**src/rtl/tt_settle_timer.sv**
```systemverilog
// Per-row settle counter: load a count, decrement while enabled, flag expiry at zero.
module tt_settle_timer #(
  parameter int unsigned Width = 4
) (
  input  logic             clk_i,
  input  logic             rst_i,
  input  logic             load_i,
  input  logic [Width-1:0] load_val_i,
  input  logic             en_i,
  output logic             expire_o
);

  logic [Width-1:0] cnt_q, cnt_d;

  always_comb begin
    cnt_d = cnt_q;
    if (load_i) begin
      cnt_d = load_val_i;
    end else if (en_i && (cnt_q != '0)) begin
      cnt_d = cnt_q - Width'(1);
    end
  end

  always_ff @(posedge clk_i) begin
    if (rst_i) begin
      cnt_q <= '0;
    end else begin
      cnt_q <= cnt_d;
    end
  end

  assign expire_o = en_i && (cnt_q == '0);

endmodule

```
**config.mk**
```make
export PLATFORM = sky130hd
export DESIGN_NAME = tt_settle_timer
export DESIGN_NICKNAME = d
export VERILOG_FILES = /design/src/rtl/tt_settle_timer.sv
export SDC_FILE = /design/constraint.sdc
export NUM_CORES = 1
export LEC_CHECK = 0
export BUFFER_PORTS_ARGS = -buffer_cell sky130_fd_sc_hd__buf_2
export CAP_MARGIN = 20
export CORE_AREA = 2 2 39 41
export DETAILED_ROUTE_END_ITERATION = 8
export DIE_AREA = 0 0 41 43
export PLACE_DENSITY = 0.38
export SLEW_MARGIN = 15
export SYNTH_ARGS = -nofsm -noshare
export SYNTH_HDL_FRONTEND = slang
export SYNTH_SLANG_ARGS = --single-unit
```
**constraint.sdc**
```tcl
create_clock -name clk_i -period 1.8 [get_ports clk_i]
set_input_delay 0.45 -clock clk_i [delete_from_list [all_inputs] [get_ports clk_i]]
set_output_delay 0.45 -clock clk_i [all_outputs]
set_load 0.03 [all_outputs]
```
==> out/results.ini, run 1 <==
[status]
outcome=complete, no violations

[sta]
setup_viol=0
rsz0062_at_grt=no
report.final.slew_viol_count=0
fin_crit_ps=1700
hold_viol=0
tns_ps=0
fmax_mhz=588
setup_ws_ps=100
maxSlewHeadroom_pct=83.5
worst_slew_pin_slew_ps=247
clock_skew_ps=1.88
min_period_over_period_pct=94.4

[floorplanning]
core_area_mm2=0.00138
dieArea_mm2=0.00176
pin_count=9
chipHeight_um=43
die_w_um=41
rows=14
start_util_pct=19.0

[critical_path]
timing.critical_path.arrival_ps=1250
path_cells=inv_1, ha_1, nand2_1, nor3_1, buf_4
start_kind=flip-flop
crit_fanout=3
crit_slowest_cell=dfxtp_1
end_kind=output pin
path_class=reg -> out
cpPeakStageDelay_ps=310
worstPathRequired_ps=1350

[placed_design]
routabilityCongestion=0.716
place_area_um2=323
port_buffers=8
place_hpwl_um=504
dpl_worst_slack_ps=201

[grt]
grt_max_degree=9
grt_use_total_pct=8.83
grt_pass1_vias=264
antenna_found_initial=0
grt_pass1_wl_um=993
grt_overflow_total=0

[clocking]
cts_buffer_depth=2
cts_tree=done
clk_latency_ps=230
cts.hold.buffers_added=0
htreeDepth=1
cts.sinks=4
clk_pin_slew_ps=40
cts-root-buf=clkbuf_4
numCtsBuffers=3

[yosys]
synth_area_per_cell_um2=8.76
ys_seq_area_share_pct=30.5
syn_area_um2=263
synthCells=30
ys_ff_latch=4
synth.net_count=39
synth_warnings=0
ys_types=17

[finish]
area_growth_pct=32.4
reg_top3=cnt_q x4
final_nets=52
drive_gt1_share_pct=34.1
nFillCells=165
fin_area_um2=348
top_register=cnt_q
largest_reg_flops=4
regArea_um2=80.1
diodes=0
multi_input_area_um2=171
fin_util_pct=25.1

[drt]
viasPerCell=4.67
route.final.wire_length_um=627
drc=0
drtIter0Drc=1
ant_nets=0
dr.pass1.iters=2
wl_per_cell_um=11.0
route.vias.total=266

[job]
maxCapViolations=0

[power_and_ir_drop]
power_density_mw_per_mm2=814
p_leak_nw=0.139
irDropWorstVdd_uv=175

[worst_hold_path]
hold_path.class=in -> reg

-- routing by layer --
metal	part of all wire, %	global-route usage [%]
met1	43	7.69
met2	49	13.4
met3	6.7	6.28
met4	1.4	6.00
met5	0	0
-- critical path, delay by kind of cell (launching register included) --
family | cells | cell delay [ps]
buf+inv | 2 | 300
fa+ha+maj | 1 | 190
simple gates | 2 | 220
flops | 1 | 310
-- report_power, final --
part / internal, mW / switching [mW] / total, mW
clock: 0.0744 / 0.0344 / 0.109
combinational: 0.0317 / 0.0384 / 0.0701
sequential: 0.0969 / 0.00743 / 0.104
-- placed cells by master, fill, tap and decap left out --
cell type and instances:
nand4b_1 1, a311oi_1 2, nand4_1 1, dfxtp_1 4, nand3_1 2, buf_2 7
nor2_1 3, nand2_1 4, or4b_1 1, inv_1 3, buf_4 1, a31oi_1 1
nor3_1 2, nor4_1 1, a311o_2 1, a21o_1 1, or3b_4 1, a2111oi_4 1
ha_1 1, clkbuf_4 3
-- worst paths after layout --
check	from	to	slack [ps]	cells past startpoint
max	cnt_q[1]	expire_o	100	5
min	load_val_i[3]	cnt_q[3]	480	3
max reg2reg	cnt_q[1]	cnt_q[1]	200	5
min reg2reg	cnt_q[3]	cnt_q[3]	550	2
-- cell usage after synthesis, drive strengths merged --
| cell type | instances | area, um2 |
|---|---|---|
| a2111oi | 1 | 27.5 |
| a21o | 1 | 7.51 |
| a311o | 1 | 11.3 |
| a311oi | 2 | 17.5 |
| a31oi | 1 | 6.26 |
| dfxtp | 4 | 80.1 |
| ha | 1 | 12.5 |
| inv | 3 | 11.3 |
| nand2 | 4 | 15.0 |
| nand3 | 2 | 10.0 |
| nand4 | 1 | 6.26 |
| nand4b | 1 | 8.76 |
| nor2 | 3 | 11.3 |
| nor3 | 2 | 10.0 |
| nor4 | 1 | 6.26 |
| or3b | 1 | 11.3 |
| or4b | 1 | 10.0 |
-- logic make-up (layout without fill, tap and decap cells) --
logic type,after synthesis,in the layout,synth area share (%)
AOI/OAI and AO/OA,6,6,26.7
adders and majority gates,1,1,4.76
buffers and inverters,3,14,4.29
DFF,4,4,30.5
and+or+nand+nor,16,16,33.8
-- final cells by class --
type / count / area share [%]
clock buffers: 3 / 6.47
repair buffers: 8 / 12.2
multi-input cells: 23 / 49.3
well taps: 16 / 5.76
inverters: 3 / 3.24
flip-flops and latches: 4 / 23.0
-- timing repair --
item / CTS / global route
gates resized for setup: 0 / 1
endpoints found under the setup margin: 0 / 1
buffers inserted: 0 / 0
-- through the flow --
stage | hold WS [ps] | total power, mW | std cells
final | 482 | 0.283 | 57
after global placement | 535 | 0.174 | 54
after floorplan | 494 | 0.150 | 30
after CTS | 481 | 0.288 | 57
after detailed placement | 543 | 0.175 | 54
after global routing | 495 | 0.305 | 57
No activity file was read; power rests on OpenSTA's default activity.
==> run 2: changes to the inputs <==
- ABC_AREA: unset -> 1
- ABC_CLOCK_PERIOD_IN_PS: unset -> 1800
- PLACE_DENSITY: 0.38 -> 0.39
==> run 2 against run 1 <==
Net effect:
- count of clock-buffer cells in the layout unchanged
- total power increased by 6.1%
- critical path depth unchanged
- final cell count increased by 23%
- global-route usage decreased by 0.10 points
- highest routed layer is now met3
- largest cell class unchanged
- via count increased by 14%
- critical path type unchanged
- core utilization increased by 0.18 points
- worst hold slack got worse by 63 ps
- wire length decreased by 5.9%
- sequential power about the same
- synthesized cell count increased by 43%
==> out/results.ini, run 2 <==
[finish]
largest_reg_flops=4  ; unchanged
area_growth_pct=30.8  ; was 32.4%
diodes=0  ; unchanged
fin_cells=70  ; was 57
fin_area_um2=350  ; was 348 um2
layout_common_cells=nand2_1 (13), buf_2 (8), nor2_1 (5)  ; was buf_2 (7), nand2_1 (4), dfxtp_1 (4)
final_common_cell=nand2_1  ; was buf_2
reg_top3=cnt_q x4  ; unchanged
top_register=cnt_q  ; unchanged
final_nets=65  ; was 52
drive_gt1_share_pct=31.5  ; was 34.1%

[power_and_ir_drop]
clkPwrFrac_pct=37.4  ; was 38.4%
intPower_uw=206  ; was 203 uW
power_density_mw_per_mm2=858  ; was 814 mW/mm2
seq_power_share_pct=35.1  ; was 36.8%
switchingPower_uw=94.3  ; was 80.2 uW
switching_share_pct=31.4  ; was 28.3%
irDropWorstVdd_uv=431  ; was 175 uV
power_frac_comb_pct=27.5  ; was 24.8%
p_leak_nw=0.176  ; was 0.139 nW

[floorplanning]
core_area_mm2=0.00138  ; unchanged
dieArea_mm2=0.00176  ; unchanged
rows=14  ; unchanged
chipHeight_um=43  ; unchanged
pin_count=9  ; unchanged
die_w_um=41  ; unchanged
start_util_pct=19.3  ; was 19.0%

[job]
maxCapViolations=0  ; unchanged

[sta]
fin_crit_ps=1700  ; about the same
min_period_over_period_pct=94.5  ; was 94.4%
worst_slew_pin_slew_ps=205  ; was 247 ps
hold_ws_ps=419  ; was 482 ps
rsz0062_at_grt=no  ; unchanged
clock_skew_ps=3.17  ; was 1.88 ps
setup_viol=0  ; unchanged
fmax_mhz=588  ; about the same
setup_ws_ps=99.3  ; was 100 ps
report.final.slew_viol_count=0  ; unchanged
hold_viol=0  ; unchanged
tns_ps=0  ; unchanged
maxSlewHeadroom_pct=86.4  ; was 83.5%

[clocking]
cts.sinks=4  ; unchanged
numCtsBuffers=3  ; unchanged
htreeDepth=1  ; unchanged
cts_tree=done  ; unchanged
clk_latency_ps=240  ; was 230 ps
clk_pin_slew_ps=40  ; about the same
cts_setup_buffers=0  ; unchanged
cts_resized=0  ; unchanged
cts-root-buf=clkbuf_4  ; unchanged
cts.hold.buffers_added=0  ; unchanged
cts_buffer_depth=2  ; unchanged

[placed_design]
post-place-cells=67  ; was 54
routabilityCongestion=0.696  ; was 0.716
place_area_um2=328  ; was 323 um2
port_buffers=8  ; unchanged
dpl_worst_slack_ps=341  ; was 201 ps
place_hpwl_um=474  ; was 504 um

[grt]
grt_pass1_vias=268  ; was 264
grt_use_total_pct=8.73  ; was 8.83%
grt_overflow_total=0  ; unchanged
antenna_found_initial=0  ; unchanged
grt_pass1_wl_um=972  ; was 993 um
grt_max_degree=7  ; was 9

[critical_path]
crit_slowest_cell=dfxtp_1  ; unchanged
worstPathRequired_ps=1350  ; about the same
cp_top_family=flip-flops  ; unchanged
timing.critical_path.arrival_ps=1250  ; about the same
cpPeakStageDelay_ps=310  ; about the same
start_kind=flip-flop  ; unchanged
critical_path_buf_inv_count=2  ; unchanged
path_cells=inv_1, ha_1, nand3_2, nor2_1, buf_2  ; was inv_1, ha_1, nand2_1, nor3_1, buf_4
timing.rr.start=cnt_q[0]  ; was cnt_q[1]
end_kind=output pin  ; unchanged
worstReg2RegEnd=cnt_q[2]  ; was cnt_q[1]
crit_start=cnt_q[0]  ; was cnt_q[1]
r2r_cells=7  ; was 5
cp-endpoint=expire_o  ; unchanged
path_class=reg -> out  ; unchanged
r2r_slack_ps=540  ; was 200 ps
crit_fanout=3  ; unchanged
path_depth=5  ; unchanged

[drt]
drc=0  ; unchanged
wl_per_cell_um=8.43  ; was 11.0 um
dr.pass1.iters=6  ; was 2
route.vias.total=302  ; was 266
route.final.wire_length_um=590  ; was 627 um
ant_nets=0  ; unchanged
viasPerCell=4.31  ; was 4.67
drtIter0Drc=9  ; was 1

[worst_hold_path]
hold_path.class=in -> reg  ; unchanged

[yosys]
syn_area_um2=268  ; was 263 um2
synth_warnings=0  ; unchanged
ys_types=13  ; was 17
ys_seq_area_share_pct=29.9  ; was 30.5%
synth-main-ff-cell=dfxtp_1  ; unchanged
synth_common_cells=nand2_1 (13), nor2_1 (5), dfxtp_1 (4), inv_1 (4), nand3_1 (4)  ; was dfxtp_1 (4), nand2_1 (4), inv_1 (3), nor2_1 (3)
synth_edf_count=0  ; unchanged
ys_ff_latch=4  ; unchanged
synth-async-reset-ratio_pct=0  ; unchanged
synth_top_area_share_pct=29.9  ; was 30.5%
synthTopCellsByArea=dfxtp_1 (30%), nand2_1 (18%), nand3_1 (7.5%)  ; was dfxtp_1 (30%), a2111oi_4 (10%), a311oi_1 (6.7%)
synth_area_per_cell_um2=6.23  ; was 8.76 um2
synth.net_count=52  ; was 39
synthCells=43  ; was 30
yosysMostFrequentCell=nand2_1
synth_area_leader_cell=dfxtp_1  ; unchanged

[status]
outcome=complete, no violations  ; unchanged

## run 2: cell types whose count changed after synthesis, sizes merged, moves of 2 or more
cell,before,now
o21ai,0,2
nand2,4,13
nand3,2,5
nor3,2,0
inv,3,7
a21oi,0,4
a311oi,2,0
nor2,3,5
## run 2: stage by stage
| step | utilization [%] | power (mW) |
|---|---|---|
| 2_1_floorplan | - | 0.166 |
| 3_3_place_gp | 23.7 | 0.193 |
| 3_5_place_dp | 23.7 | 0.190 |
| 4_1_cts | 25.3 | 0.309 |
| 5_1_grt | 25.3 | 0.328 |
| 6_report | 25.3 | 0.301 |
## run 2: cell families (layout without fill, tap and decap cells)
family / count (synthesis) / after routing / synth area share [%]
compound gates: 7 / 7 / 16.8
fa+ha+maj: 1 / 1 / 4.67
buf+inv: 7 / 18 / 9.81
flops: 4 / 4 / 29.9
simple gates: 24 / 24 / 38.8
## run 2: routing by layer
metal	up-vias	global-route usage, %	part of all wire [%]
met5	-	0	0
li1	159	-	-
met4	0	2.00	0
met3	0	9.42	9.2
met2	12	11.9	47
met1	131	8.97	44
## run 2: how the worst min path moves through the flow
stage | from | endpoint | cells past startpoint
finish | rst_i | cnt_q[3] | 2
global route | rst_i | cnt_q[3] | 2
CTS | rst_i | cnt_q[3] | 2
detailed placement | cnt_q[0] | cnt_q[0] | 2
global placement | cnt_q[0] | cnt_q[0] | 2
floorplan | cnt_q[0] | cnt_q[0] | 2
## run 2: layout make-up
cell class / instances / area [um2]
multi-input combinational: 32 / 161
timing repair buffer: 8 / 40.0
fill: 175 / 1030
tap: 16 / 20.0
clock buffer: 3 / 22.5
sequential: 4 / 80.1
inverter: 7 / 26.3
## run 2: power groups by stage
stage | combinational (mW) | clock, mW | sequential [mW]
finish | 0.0827 | 0.112 | 0.105
global route | 0.0967 | 0.125 | 0.106
CTS | 0.0844 | 0.119 | 0.106
detailed placement | 0.0830 | 0 | 0.107
global placement | 0.0853 | 0 | 0.107
floorplan | 0.0610 | 0 | 0.105
==> run 3: changes to the inputs <==
- ABC_CLOCK_PERIOD_IN_PS: 1800 -> 1400
- PLACE_DENSITY: 0.39 -> 0.4
- clock period: 1.8 -> 1.4 ns (I/O delays scaled with it)
==> run 3 against run 2 <==
Net effect:
- die area is the same
- setup slack lost 94 ps
- via count grew 7.6%
- sequential power grew 30%
- highest routed layer unchanged
- core utilization grew 5.9 points
- sequential share of layout area shrank 3.7 points
- combinational power grew 100%
- clock skew is essentially flat
==> out/results.ini, run 3 (synthesized netlist as in run 2, its figures left out) <==
[drt]
viasPerCell=4.28  ; was 4.31
drc=0  ; unchanged
wl_per_cell_um=9.37  ; was 8.43 um
drtIter0Drc=2  ; was 9
dr.pass1.iters=4  ; was 6
route.vias.total=325  ; was 302
ant_nets=0  ; unchanged
route.final.wire_length_um=712  ; was 590 um

[floorplanning]
start_util_pct=19.3  ; unchanged
chipHeight_um=43  ; unchanged
core_area_mm2=0.00138  ; unchanged
pin_count=9  ; unchanged
rows=14  ; unchanged
dieArea_mm2=0.00176  ; unchanged
die_w_um=41  ; unchanged

[sta]
fmax_mhz=717
clock_skew_ps=3.65  ; was 3.17 ps
maxSlewHeadroom_pct=85.3  ; was 86.4%
fin_crit_ps=1400
report.final.slew_viol_count=0  ; unchanged
worst_slew_pin_slew_ps=220  ; was 205 ps
setup_viol=0  ; unchanged
min_period_over_period_pct=99.6
hold_ws_ps=333  ; was 419 ps
hold_viol=0  ; unchanged
rsz0062_at_grt=yes  ; was no

[critical_path]
cp_top_family=flip-flops  ; unchanged
end_kind=output pin  ; unchanged
crit_fanout=2  ; was 3
start_kind=flip-flop  ; unchanged
crit_slowest_cell=dfxtp_2  ; was dfxtp_1
cpPeakStageDelay_ps=310  ; about the same
path_class=reg -> out  ; unchanged
critical_path_buf_inv_count=2  ; unchanged
worstPathRequired_ps=1050  ; was 1350 ps
timing.critical_path.arrival_ps=1050  ; was 1250 ps
path_cells=inv_2, ha_4, nand3_4, nor2_4, buf_6  ; was inv_1, ha_1, nand3_2, nor2_1, buf_2

[finish]
layout_common_cells=nand2_1 (13), buf_2 (7), buf_4 (6), inv_2 (5)  ; was nand2_1 (13), buf_2 (8), nor2_1 (5)
top_register=cnt_q  ; unchanged
fin_area_um2=432  ; was 350 um2
final_nets=71  ; was 65
fin_util_pct=31.2  ; was 25.3%
diodes=0  ; unchanged
drive_gt1_share_pct=48.3  ; was 31.5%
largest_reg_flops=4  ; unchanged
final_common_cell=nand2_1  ; unchanged
fin_cells=76  ; was 70
reg_top3=cnt_q x4  ; unchanged
area_growth_pct=61.2  ; was 30.8%

[clocking]
htreeDepth=1  ; unchanged
clk_latency_ps=240  ; about the same
numCtsBuffers=3  ; unchanged
cts_tree=done  ; unchanged
clk_pin_slew_ps=40  ; about the same
cts-root-buf=clkbuf_4  ; unchanged
cts.sinks=4  ; unchanged
cts_buffer_depth=2  ; unchanged

[power_and_ir_drop]
switchingPower_uw=145  ; was 94.3 uW
intPower_uw=306  ; was 206 uW
power_density_mw_per_mm2=1040  ; was 858 mW/mm2
power_frac_comb_pct=36.8  ; was 27.5%
irDropWorstVdd_uv=469  ; was 431 uV
seq_power_share_pct=30.4  ; was 35.1%
clkPwrFrac_pct=32.8  ; was 37.4%
p_leak_nw=0.209  ; was 0.176 nW
switching_share_pct=32.1  ; was 31.4%

[placed_design]
routabilityCongestion=0.768  ; was 0.696
place_area_um2=330  ; was 328 um2
port_buffers=8  ; unchanged
post-place-cells=67  ; unchanged
place_hpwl_um=491  ; was 474 um

[job]
maxCapViolations=0  ; unchanged

[grt]
grt_overflow_total=0  ; unchanged
grt_max_degree=7  ; unchanged
grt_pass1_wl_um=1280  ; was 972 um
antenna_found_initial=0  ; unchanged
grt_use_total_pct=11.4  ; was 8.73%
grt_pass1_vias=321  ; was 268

[worst_hold_path]
hold_path.class=in -> reg  ; unchanged

[status]
outcome=complete, no violations  ; unchanged

## run 3: metal layers
layer  share of wire [%]  global-route usage [%]  up-vias
li1                    -                       -      170
met1                  41                    12.8      143
met4                   0                    2.00        0
met5                   0                       0        -
met3                 8.0                    9.42        0
met2                  51                    16.6       12
## run 3: path summary, 6_finish.rpt
path	cells past startpoint	start	endpoint	slack, ps
max	5	cnt_q[0]	expire_o	5
min	2	rst_i	cnt_q[3]	330
max reg2reg	8	cnt_q[0]	cnt_q[2]	130
min reg2reg	2	cnt_q[3]	cnt_q[3]	510
## run 3: power groups by stage
stage | sequential, mW | combinational [mW] | clock [mW]
CTS | 0.136 | 0.151 | 0.155
global route | 0.138 | 0.187 | 0.165
detailed placement | 0.138 | 0.111 | 0
finish | 0.137 | 0.166 | 0.148
global placement | 0.138 | 0.112 | 0
floorplan | 0.136 | 0.0802 | 0
## run 3: timing repair
item | in CTS | in global routing
setup endpoints to repair | 1 | 1
hold endpoints to repair | 0 | 0
hold buffers | 0 | 0
pin swaps | 3 | 2
setup buffers | 5 | 1
gates resized for setup | 8 | 2
## run 3: area by class of cell
class                   instances  area (um2)
fillers                       156         952
well taps                      16        20.0
clock buffers                   3        22.5
multi-input cells              32         189
flip-flops and latches          4        82.6
repair buffers                 14        91.3
inverters                       7        26.3
## run 3: stage by stage
| stage | setup slack, ps | TNS (ps) | total power, mW |
|---|---|---|---|
| after global routing | -59.3 | -59.3 | 0.490 |
| after detailed placement | 53.7 | 0 | 0.249 |
| after global placement | 66.7 | 0 | 0.250 |
| final | 4.93 | 0 | 0.450 |
| after CTS | -32.3 | -32.3 | 0.443 |
| after floorplan | 93.4 | 0 | 0.216 |
## run 3: worst reg2reg max path: cells and delay by family (launching register included)
family	cells	cell delay, ps
AND/OR/NAND/NOR	2	150
flip-flops	1	310
adder cells (fa/ha/maj)	1	150
AO/OA/AOI/OAI	2	290
buffers and inverters	3	260
